$ cat config.mk
export PLATFORM = sky130hd
export DESIGN_NAME = ntt_poly_reduce
export DESIGN_NICKNAME = d
export VERILOG_FILES = /design/src/rtl/ntt_poly_reduce.sv
export SDC_FILE = /design/constraint.sdc
export NUM_CORES = 1
export LEC_CHECK = 0
export CELL_PAD_IN_SITES_DETAIL_PLACEMENT = 2
export CELL_PAD_IN_SITES_GLOBAL_PLACEMENT = 2
export CORE_AREA = 2 2 161 163
export CTS_CLUSTER_SIZE = 14
export DETAILED_ROUTE_END_ITERATION = 16
export DIE_AREA = 0 0 163 165
export GPL_ROUTABILITY_DRIVEN = 1
export PLACE_DENSITY = 0.91
export SYNTH_ARGS = -nofsm -noshare
export SYNTH_HDL_FRONTEND = slang
export SYNTH_SLANG_ARGS = --single-unit
$ cat constraint.sdc
create_clock -name clk -period 6.5 [get_ports clk]
set_input_delay 1.3 -clock clk [delete_from_list [all_inputs] [get_ports clk]]
set_output_delay 1.3 -clock clk [all_outputs]
set_load 0.05 [all_outputs]
$ cat src/rtl/ntt_poly_reduce.sv
// ntt_poly_reduce
//   In-place Barrett reduction of one 256-coefficient Kyber polynomial held in
//   the shared 256x16 NTT BRAM. One coefficient per cycle streams through a
//   4-stage arithmetic pipeline behind a synchronous (1-cycle) BRAM read.
//
//   Build option: POLY_REDUCE_CANONICAL_EN
//     defined     -> output in [0, 3328], zero-extended 12-bit value
//     not defined -> output in [-1664, 1664], sign-extended
//
// Ports
//   clk               rising-edge clock
//   reset_n           asynchronous active-low reset
//   enable            start pulse, sampled only in IDLE
//   Coef_RData        BRAM read data (valid one cycle after Coef_RAd)
//   Coef_RAd          BRAM read address
//   Coef_WEN          BRAM write enable
//   Coef_WAd          BRAM write address
//   Coef_WData        reduced coefficient
//   Poly_Reduce_done  one-cycle completion pulse
module ntt_poly_reduce (
   input  logic        clk,
   input  logic        reset_n,
   input  logic        enable,
   input  logic [15:0] Coef_RData,
   output logic [7:0]  Coef_RAd,
   output logic        Coef_WEN,
   output logic [7:0]  Coef_WAd,
   output logic [15:0] Coef_WData,
   output logic        Poly_Reduce_done
);

   localparam int unsigned KYBER_N = 256;
   localparam int unsigned ADDR_W  = 8;
   localparam int unsigned DATA_W  = 16;
   localparam int unsigned P_W     = 32;
   localparam int unsigned T_W     = 5;   // |t| <= 10 for any 16-bit input
   localparam int unsigned R_W     = 17;

   localparam logic signed [P_W-1:0]    BARRETT_V = 32'sd20159;
   localparam logic signed [P_W-1:0]    ROUND_C   = 32'sd33554432;  // 2^25
   localparam logic signed [R_W-1:0]    Q_R       = 17'sd3329;
   localparam logic signed [DATA_W-1:0] Q_D       = 16'sd3329;
   localparam logic [ADDR_W-1:0]        LAST_AD   = ADDR_W'(KYBER_N - 1);

   localparam logic [1:0] S_IDLE  = 2'd0;
   localparam logic [1:0] S_READ  = 2'd1;
   localparam logic [1:0] S_DRAIN = 2'd2;
   localparam logic [1:0] S_DONE  = 2'd3;

   logic [1:0]        r_state;
   logic [1:0]        w_state_nxt;
   logic [ADDR_W-1:0] r_cnt;
   logic [ADDR_W-1:0] w_cnt_nxt;
   logic [ADDR_W-1:0] w_rad_nxt;
   logic              w_issue;
   logic              w_done_nxt;

   // Pipeline: rd (address out) -> dat (BRAM data) -> S1 -> S2 -> S3 -> S4 (outputs)
   logic                     r_v_rd;
   logic                     r_v_dat;
   logic [ADDR_W-1:0]        r_ad_dat;
   logic                     r_v1, r_v2, r_v3;
   logic [ADDR_W-1:0]        r_ad1, r_ad2, r_ad3;
   logic signed [DATA_W-1:0] r_a1, r_a2;
   logic signed [P_W-1:0]    r_p1;
   logic signed [T_W-1:0]    r_t2;
   logic signed [DATA_W-1:0] r_r3;

   logic signed [DATA_W-1:0] w_a;
   logic signed [P_W-1:0]    w_p;
   logic signed [P_W-1:0]    w_sum;
   logic signed [R_W-1:0]    w_r;

   // Next-state and registered-output targets
   always_comb begin
      w_state_nxt = r_state;
      w_cnt_nxt   = r_cnt;
      w_rad_nxt   = Coef_RAd;
      w_issue     = 1'b0;
      w_done_nxt  = 1'b0;
      case (r_state)
         S_IDLE: begin
            w_rad_nxt = '0;
            w_cnt_nxt = '0;
            if (enable) w_state_nxt = S_READ;
         end
         S_READ: begin
            w_rad_nxt = r_cnt;
            w_issue   = 1'b1;
            w_cnt_nxt = r_cnt + ADDR_W'(1);
            if (r_cnt == LAST_AD) w_state_nxt = S_DRAIN;
         end
         S_DRAIN: begin
            // Last write is on the bus this cycle; done follows next cycle
            if (Coef_WEN && (Coef_WAd == LAST_AD)) begin
               w_state_nxt = S_DONE;
               w_done_nxt  = 1'b1;
            end
         end
         S_DONE: begin
            w_rad_nxt   = '0;
            w_state_nxt = S_IDLE;
         end
         default: begin
            w_rad_nxt   = '0;
            w_state_nxt = S_IDLE;
         end
      endcase
   end

   // FSM and address-side registers
   always_ff @(posedge clk or negedge reset_n) begin
      if (!reset_n) begin
         r_state          <= S_IDLE;
         r_cnt            <= '0;
         Coef_RAd         <= '0;
         r_v_rd           <= 1'b0;
         Poly_Reduce_done <= 1'b0;
      end else begin
         r_state          <= w_state_nxt;
         r_cnt            <= w_cnt_nxt;
         Coef_RAd         <= w_rad_nxt;
         r_v_rd           <= w_issue;
         Poly_Reduce_done <= w_done_nxt;
      end
   end

   // Barrett arithmetic
   assign w_a   = Coef_RData;
   assign w_p   = P_W'(w_a) * BARRETT_V;
   assign w_sum = r_p1 + ROUND_C;
   assign w_r   = R_W'(r_a2) - (R_W'(r_t2) * Q_R);

   // Data pipeline with address/valid tags
   always_ff @(posedge clk or negedge reset_n) begin
      if (!reset_n) begin
         r_v_dat    <= 1'b0;
         r_ad_dat   <= '0;
         r_v1       <= 1'b0;
         r_ad1      <= '0;
         r_a1       <= '0;
         r_p1       <= '0;
         r_v2       <= 1'b0;
         r_ad2      <= '0;
         r_a2       <= '0;
         r_t2       <= '0;
         r_v3       <= 1'b0;
         r_ad3      <= '0;
         r_r3       <= '0;
         Coef_WEN   <= 1'b0;
         Coef_WAd   <= '0;
         Coef_WData <= '0;
      end else begin
         r_v_dat  <= r_v_rd;
         r_ad_dat <= Coef_RAd;
         // S1: product
         r_v1  <= r_v_dat;
         r_ad1 <= r_ad_dat;
         r_a1  <= w_a;
         r_p1  <= w_p;
         // S2: rounded quotient estimate
         r_v2  <= r_v1;
         r_ad2 <= r_ad1;
         r_a2  <= r_a1;
         r_t2  <= T_W'(w_sum >>> 26);
         // S3: remainder, always within +/-1664 so 16 bits suffice
         r_v3  <= r_v2;
         r_ad3 <= r_ad2;
         r_r3  <= DATA_W'(w_r);
         // S4: optional canonical correction
         Coef_WEN <= r_v3;
         Coef_WAd <= r_ad3;
`ifdef POLY_REDUCE_CANONICAL_EN
         Coef_WData <= {4'b0000, 12'(r_r3[DATA_W-1] ? (r_r3 + Q_D) : r_r3)};
`else
         Coef_WData <= r_r3;
`endif
      end
   end

endmodule

* After elaboration in Yosys (flattened, before gate mapping)
Index checks and enable logic that the tools add are counted.
Word-level totals: register bits 165, input port bits 19, logic and storage cells 49, output and inout port bits 34
Operators by class: add/subtract/negate cells 3, equality and inequality tests 8, reductions and logical operators 6, multipliers 2, multiplexer cells 9
Operator list (count):
- 8-bit case mux with 2 select lines | 2
- 31-bit by 27-bit adder with 31-bit output (second input constant) | 1
- 16-bit by 16-bit multiplier with 31-bit output (second input constant) | 1
- 8-bit equality test (second input constant) | 2
- 5-bit by 13-bit multiplier with 16-bit output (second input constant) | 1
- 16-bit subtractor | 1
- 8-bit by 1-bit adder with 8-bit output (second input constant) | 1
- 2-bit case mux with 4 select lines | 1
- 2-bit 2-to-1 mux | 3
- 2-bit inequality test (second input constant) | 3
- 2-bit equality test (second input constant) | 2
- 2-bit nonzero test | 2
- 1-bit 2-to-1 mux | 3
- 3-bit AND reduction | 1
- 2-bit by 1-bit equality test with 1-bit output (second input constant) | 1
- 2-bit logical NOT | 1
- 2-bit OR reduction | 1
- 1-bit logical AND | 1

* Depth between registers and ports, before layout
Gate-level depths: netlist of the first run.
word-level depth 4, gate-level depth with buffers 20

* Least setup slack after synthesis of the first run
Ideal clock, no wire load.
kind input-to-reg, start point input Coef_RData[14], end point register r_p1[30], path slack 154 ps, data arrival time 6220 ps, setup time 126 ps, stages on the path 17, cells stage by stage inv_1 -> ha_1 -> xnor2_1 -> fa_1 -> fa_1 -> fa_1 -> fa_1 -> inv_1 -> fa_1 -> inv_1 -> ha_1 -> nand3_1 -> nor4_2 -> a221oi_1 -> a31oi_2 -> or4b_1 -> o311a_1
Between the ends: word-level cells in the longest chain between the ends 1
RTL lines:
- start: declaration | RTL line 24 | input logic [15:0] Coef_RData,
- 16-bit by 16-bit multiplier with 31-bit output | RTL line 130 | assign w_p = P_W'(w_a) * BARRETT_V;
- named net w_p[30] | RTL line 70 | logic signed [P_W-1:0] w_p;
- end signal: assignment | RTL line 160 | r_p1 <= w_p;
- end: declaration | RTL line 65 | logic signed [P_W-1:0] r_p1;
The timed path passes the listed nets, and every way through them passes these cells. A chain may end at the register's enable or synchronous reset.

* Worst setup path after layout of the first run
start point input Coef_RData[7], end point register r_p1[30]
The elaborated chain is that of the path after synthesis.

==> results of run 1 <==
## kinds of logic after synthesis
family,after synthesis
xor gates and xnor gates,29
and+or+nand+nor,130
buffers and inverters,268
DFF,140
AOI/OAI and AO/OA,102
muxes,9
adders and majority gates,315
## routing by layer
metal  global-route usage  up-vias  share of wire
met3                0.156      506          0.094
li1                     -     3469              -
met1                0.459     4974           0.31
met4                0.399        4           0.13
met2                0.796      898           0.46
met5              0.00947        -        0.00041
## worst max-delay path by stage
stage	depth (start not counted)	start	end	slack (ns)
global placement	17	Coef_RData[15]	r_p1[30]$_DFF_PN0_	-0.51
global route	20	Coef_RData[11]	r_p1[30]$_DFF_PN0_	-0.45
finish	19	Coef_RData[7]	r_p1[30]$_DFF_PN0_	-0.45
detailed placement	17	Coef_RData[15]	r_p1[30]$_DFF_PN0_	-1.15
CTS	17	Coef_RData[10]	r_p1[30]$_DFF_PN0_	-0.009
floorplan	17	Coef_RData[14]	r_p1[30]$_DFF_PN0_	0.15
## through the flow
stage          instances  setup WS (ns)  hold slack [ns]   util
4_1_cts             1503       -0.00860            0.343  0.548
2_1_floorplan        993          0.154            0.331      -
5_1_grt             1514         -0.449            0.352  0.558
3_5_place_dp        1463          -1.15            0.336  0.510
6_report            1521         -0.447            0.357  0.558
3_3_place_gp        1463         -0.515            0.331  0.510
## worst max-delay path: cells and delay by family
| kind | cells | cell delay [ns] |
|---|---|---|
| simple gates | 1 | 0.53 |
| buf+inv | 6 | 0.64 |
| compound gates | 5 | 1.38 |
| fa+ha+maj | 7 | 3.38 |
## flip-flops by register name, indices dropped and copies added, names as in the netlist
| name | cells |
|---|---|
| r_state | 2 |
| r_ad3 | 8 |
| r_ad_dat | 8 |
| Poly_Reduce_done | 1 |
| r_r3 | 16 |
| r_a2 | 16 |
| r_v1 | 1 |
| r_a1 | 15 |
| r_t2 | 5 |
| r_v_rd | 1 |
| r_v_dat | 1 |
| r_v2 | 1 |
| r_v3 | 1 |
| Coef_WAd | 8 |
| Coef_RAd | 8 |
| r_ad2 | 8 |
| Coef_WEN | 1 |
| Coef_WData | 16 |
| r_cnt | 8 |
| r_ad1 | 8 |
| r_p1 | 7 |
## cell usage in the layout (no fill, tap or decap), types with 5 or more instances in the layout
master,instances
xnor2_1,13
clkbuf_2,8
ha_4,12
nor2b_1,5
buf_6,12
nor2_1,35
nor3_1,8
o21ai_0,31
ha_1,150
fa_1,122
buf_4,99
nand4_1,8
mux2i_1,5
clkbuf_16,17
clkdlybuf4s50_1,36
inv_2,20
inv_6,7
dfrtp_1,140
fa_2,23
ha_2,8
a21o_1,12
diode_2,9
inv_1,236
nand3_1,12
nand2_1,37
a21oi_1,18
o211ai_1,5
xor2_1,14
## layout make-up
type / instances / area, µm² / area share
diodes: 9 / 22.5 / 0.00161
clock buffers: 17 / 425 / 0.0304
clock inverters: 15 / 171 / 0.0123
inverters: 262 / 1000 / 0.0717
multi-input cells: 585 / 7070 / 0.505
flip-flops and latches: 140 / 3500 / 0.251
well taps: 330 / 413 / 0.0295
repair buffers: 163 / 1380 / 0.0985
## timing repair
action                                  in CTS  in global routing
endpoints found under the setup margin       6                  6
pin swaps                                   41                 46
buffers inserted                             9                  9
resized for setup                           95                 86
==> results.yml, run 1 <==
detailed_routing:
  via_per_inst: 6.48
  drt_first_pass_iters: 7
  wl_mm: 66.2
  wl_per_cell_um: 43.5
  post-route-drc-count: 0
  first_iter_violations: 1279
  detail-route-antenna-nets: 0
  via_count: 9851
logic_synthesis:
  ys_seq_elements: 140
  synth_cell_types: 43
  synthesis.nets: 1327
  syn-cell-area_um2: 11200
  synth-compound-area-share: 0.0578
  synth_top_family_by_area: "adder cells"
  synth_enable_flop_cells: 0
  ys_top_cells_by_area: "dfrtp_1 (31%), fa_1 (26%), ha_1 (19%)"
  avgSynthCellArea_um2: 11.2
  synthDominantCellAreaShare: 0.314
  synthMuxAreaShare: 0.00841
  synth_top_cell_by_area: "dfrtp_1"
  synthAdderAreaFrac: 0.451
  ys_top_cells_by_count: "inv_1 (262), ha_1 (170), fa_1 (145)"
  syn_inst: 993
  yosys.area_share.simple: 0.0556
  seq_area_frac_synth: 0.314
  ys.flop_type: "dfrtp_1"
  yosysWarnings: 0
  yosysMostFrequentCell: "inv_1"
  synth-xor-area-share: 0.0228
  synthArstFlopShare: 1.00
setup_path:
  timing.rr.end: "r_r3[7]$_DFF_PN0_"
  path_cells: "clkbuf_2, buf_6, ha_1, inv_1, fa_1, inv_1, fa_2, fa_2, fa_2, inv_2, fa_1, inv_2, ha_4, a211oi_4, o211ai_1, a21oi_2, a31oi_4, or4b_4, o311a_1"
  required_ns: 6.81
  crit_path_end_kind: "flip-flop"
  r2r-start: "r_a2[2]$_DFF_PN0_"
  critPathLaunchType: "input port"
  cpPeakStageDelay_ns: 0.65
  arrival_ns: 7.26
  crit_slowest_cell: "fa_2"
  crit_type: "in2reg"
  r2r_cells: 12
  cp_common_cell: "fa_2"
  crit_fanout: 6
  ff2ff_setup_slack_ns: 1.91
min_path:
  worstHoldPathCells: 0
  hold_path.class: "reg2reg"
  min_to: "r_ad1[0]$_DFF_PN0_"
  hp-start: "r_ad_dat[0]$_DFF_PN0_"
final_layout:
  fillers: 2384
  layout-drive-gt1-share: 0.217
  fin_nets: 1503
  fin_area_um2: 14000
  area.growth.synth_to_final_pct: 25.4
clock_tree:
  cts_tree: "built"
  cts_htree_levels: 4
  root_buffer: "clkbuf_16"
  cts_buffer_depth: 2
  clk_pin_slew_ns: 0.08
  numCtsBuffers: 17
  cts_hold_buf: 0
  clkLatencyLatePin_ns: 0.45
  cts_sinks: 140
run_status:
  status: "finished, violations left"
  violations: "negative setup slack"
grt:
  grt_max_degree: 74
  antenna_found_initial: 11
  grt_pass1_wl_mm: 85.2
  grt_pass1_vias: 11005
  gr-usage-all-layers: 0.468
  overflow: 0
placed_design:
  place_area_um2: 12800
  place.gp.congestion: 0.901
  place_hpwl_mm: 32.6
  port_buffers: 52
die:
  core_area_um2: 25000
  die_x_um: 163
  rows: 58
  initial_core_util: 0.445
  dieArea_um2: 26900
  io_pins: 53
  chipHeight_um: 165
timing:
  rsz0062_at_grt: "yes"
  fin_setup_tns_ns: -1.86
  maxSlewViolCount: 0
  setup_viol: 6
  timing.final.ws_setup_ns: -0.447
  post-route-min-period_ns: 6.95
  slew_headroom: 0.342
  finClkSkew_ns: 0.0145
  hold_viol_final: 0
  worstMarginPinSlew_ns: 0.987
  fin_crit_sh: 1.07
  max_freq_mhz: 144
job:
  maxCapViolCount: 0
Power of run 1 is not shown: default switching activity piles up to over one toggle a cycle in this logic, so the estimate is an artifact.
==> inputs of run 2 (changes only) <==
CORE_AREA = 2 2 196 198   (was 2 2 161 163)
DIE_AREA = 0 0 198 200   (was 0 0 163 165)
PLACE_DENSITY = not set   (was 0.91)
PLACE_DENSITY_LB_ADDON = 0.15   (was not set)
TNS_END_PERCENT = 5   (was not set)
==> run 2 against run 1 <==
The flow now finishes without violations. Sequential share of layout area about the same. Die area up 47%. Via count down 26%. Global-route usage down 31 points. First-iteration DRC count down 87%. Hold slack worse by 0.013 ns. Register-to-register slack better by 0.98 ns. Non-clock buffer count down 1. Count of clock-buffer cells in the layout up 4. Fmax up 9.6%. Critical endpoint unchanged. Utilization down 19 points. Flip-flop and latch count unchanged.
==> results.yml, run 2 (same netlist as run 1, synthesis figures left out) <==
setup_path:
  r2r_cells: 14
  critPathLaunchType: "input port"
  crit_type: "in2reg"
  crit_path_end_kind: "flip-flop"
  required_ns: 6.80
  arrival_ns: 6.64
  r2r-start: "r_t2[4]$_DFF_PN0_"
  ff2ff_setup_slack_ns: 2.89
  crit_fanout: 4
  timing.rr.end: "r_r3[14]$_DFF_PN0_"
timing:
  post-route-min-period_ns: 6.34
  max_freq_mhz: 158
  hold_ws_ns: 0.343
  finClkSkew_ns: 0.0122
  maxSlewViolCount: 0
  timing.final.ws_setup_ns: 0.161
  setup_viol: 0
  worstMarginPinSlew_ns: 0.777
  hold_viol_final: 0
  fin_crit_sh: 0.975
  rsz0062_at_grt: "no"
  slew_headroom: 0.482
  fin_setup_tns_ns: 0
die:
  io_pins: 53
  die_x_um: 198
  initial_core_util: 0.298
  chipHeight_um: 200
  rows: 71
  dieArea_um2: 39600
  core_area_um2: 37400
grt:
  grt_max_degree: 90
  gr-usage-all-layers: 0.155
  grt_pass1_wl_mm: 46.2
  grt_pass1_vias: 8529
  overflow: 0
  antenna_found_initial: 1
min_path:
  worstHoldPathCells: 0
  min_to: "r_ad1[5]$_DFF_PN0_"
  hp-start: "r_ad_dat[5]$_DFF_PN0_"
  hold_path.class: "reg2reg"
detailed_routing:
  wl_per_cell_um: 16.5
  via_per_inst: 4.32
  drt_first_pass_iters: 4
  detail-route-antenna-nets: 0
  wl_mm: 28.0
  first_iter_violations: 167
  via_count: 7302
  post-route-drc-count: 0
job:
  maxCapViolCount: 0
final_layout:
  layout-drive-gt1-share: 0.155
  mostFrequentLayoutCells: "inv_1 (254), ha_1 (163), dfrtp_1 (140), fa_1 (140), buf_4 (102)"
  area.growth.synth_to_final_pct: 25.2
  final_common_cell: "inv_1"
  antennaDiodeCount: 0
  fin_area_um2: 14000
  fin_nets: 1502
  reg_top3: "Coef_WData x16, r_a2 x16, r_r3 x16"
clock_tree:
  clkLatencyLatePin_ns: 0.42
  numCtsBuffers: 17
  cts_sinks: 140
  cts_tree: "built"
  cts_htree_levels: 4
  clk_pin_slew_ns: 0.06
  cts_buffer_depth: 2
  root_buffer: "clkbuf_16"
placed_design:
  pre_cts_slack_ns: -0.641
  place_hpwl_mm: 23.8
  place.gp.congestion: 0.821
  place_area_um2: 13100
  port_buffers: 52
run_status:
  status: "complete, no violations"
-- run 2: through the flow --
stage / instances / util
final: 1692 / 0.373
after global routing: 1692 / 0.373
after CTS: 1688 / 0.371
after detailed placement: 1648 / 0.349
after global placement: 1648 / 0.349
after floorplan: 993 / -
-- run 2: worst max-delay path by stage --
stage,slack (ns),cells past startpoint,endpoint,from
after global routing,0.00004,23,r_p1[30]$_DFF_PN0_,Coef_RData[3]
after detailed placement,-0.64,18,r_p1[30]$_DFF_PN0_,Coef_RData[13]
after CTS,0.02,17,r_p1[30]$_DFF_PN0_,Coef_RData[6]
final,0.16,19,r_p1[30]$_DFF_PN0_,Coef_RData[11]
after floorplan,0.15,17,r_p1[30]$_DFF_PN0_,Coef_RData[14]
after global placement,-0.58,22,r_p1[30]$_DFF_PN0_,Coef_RData[7]
-- run 2: worst max-delay path, cell delays in order --
cell and delay (ns):
dlygate4sd2_1 0.28, inv_2 0.10, fa_1 0.52, inv_1 0.05, fa_1 0.46, fa_1 0.55, fa_1 0.44, fa_1 0.55
inv_1 0.06, fa_1 0.54, inv_1 0.05, ha_1 0.31, nand3_2 0.12, nor4_4 0.05, buf_4 0.14, a221oi_4 0.32
a31oi_4 0.17, or4b_1 0.50, o311a_1 0.13
-- run 2: repair_timing --
item | in CTS | in global routing
gates resized for setup | 45 | 16
buffers inserted | 8 | 4
hold buffers | 0 | 0
endpoints found under the setup margin | 4 | 5
pin swaps | 29 | 15
-- run 2: area by class of cell --
| type | instances | area [µm²] |
|---|---|---|
| Clock buffer | 21 | 460 |
| Clock inverter | 11 | 158 |
| Fill cell | 3967 | 23400 |
| Inverter | 262 | 987 |
| Multi-Input combinational cell | 585 | 6830 |
| Sequential cell | 140 | 3500 |
| Tap cell | 511 | 639 |
| Timing Repair Buffer | 162 | 1390 |
-- run 2: layer usage --
layer | vias up | global-route usage | share of wire
li1 | 3445 | - | -
met1 | 3757 | 0.191 | 0.44
met2 | 66 | 0.281 | 0.52
met3 | 32 | 0.0173 | 0.014
met4 | 2 | 0.0540 | 0.024
met5 | - | 0 | 0.00057
Power of run 2 is left out for the same reason.
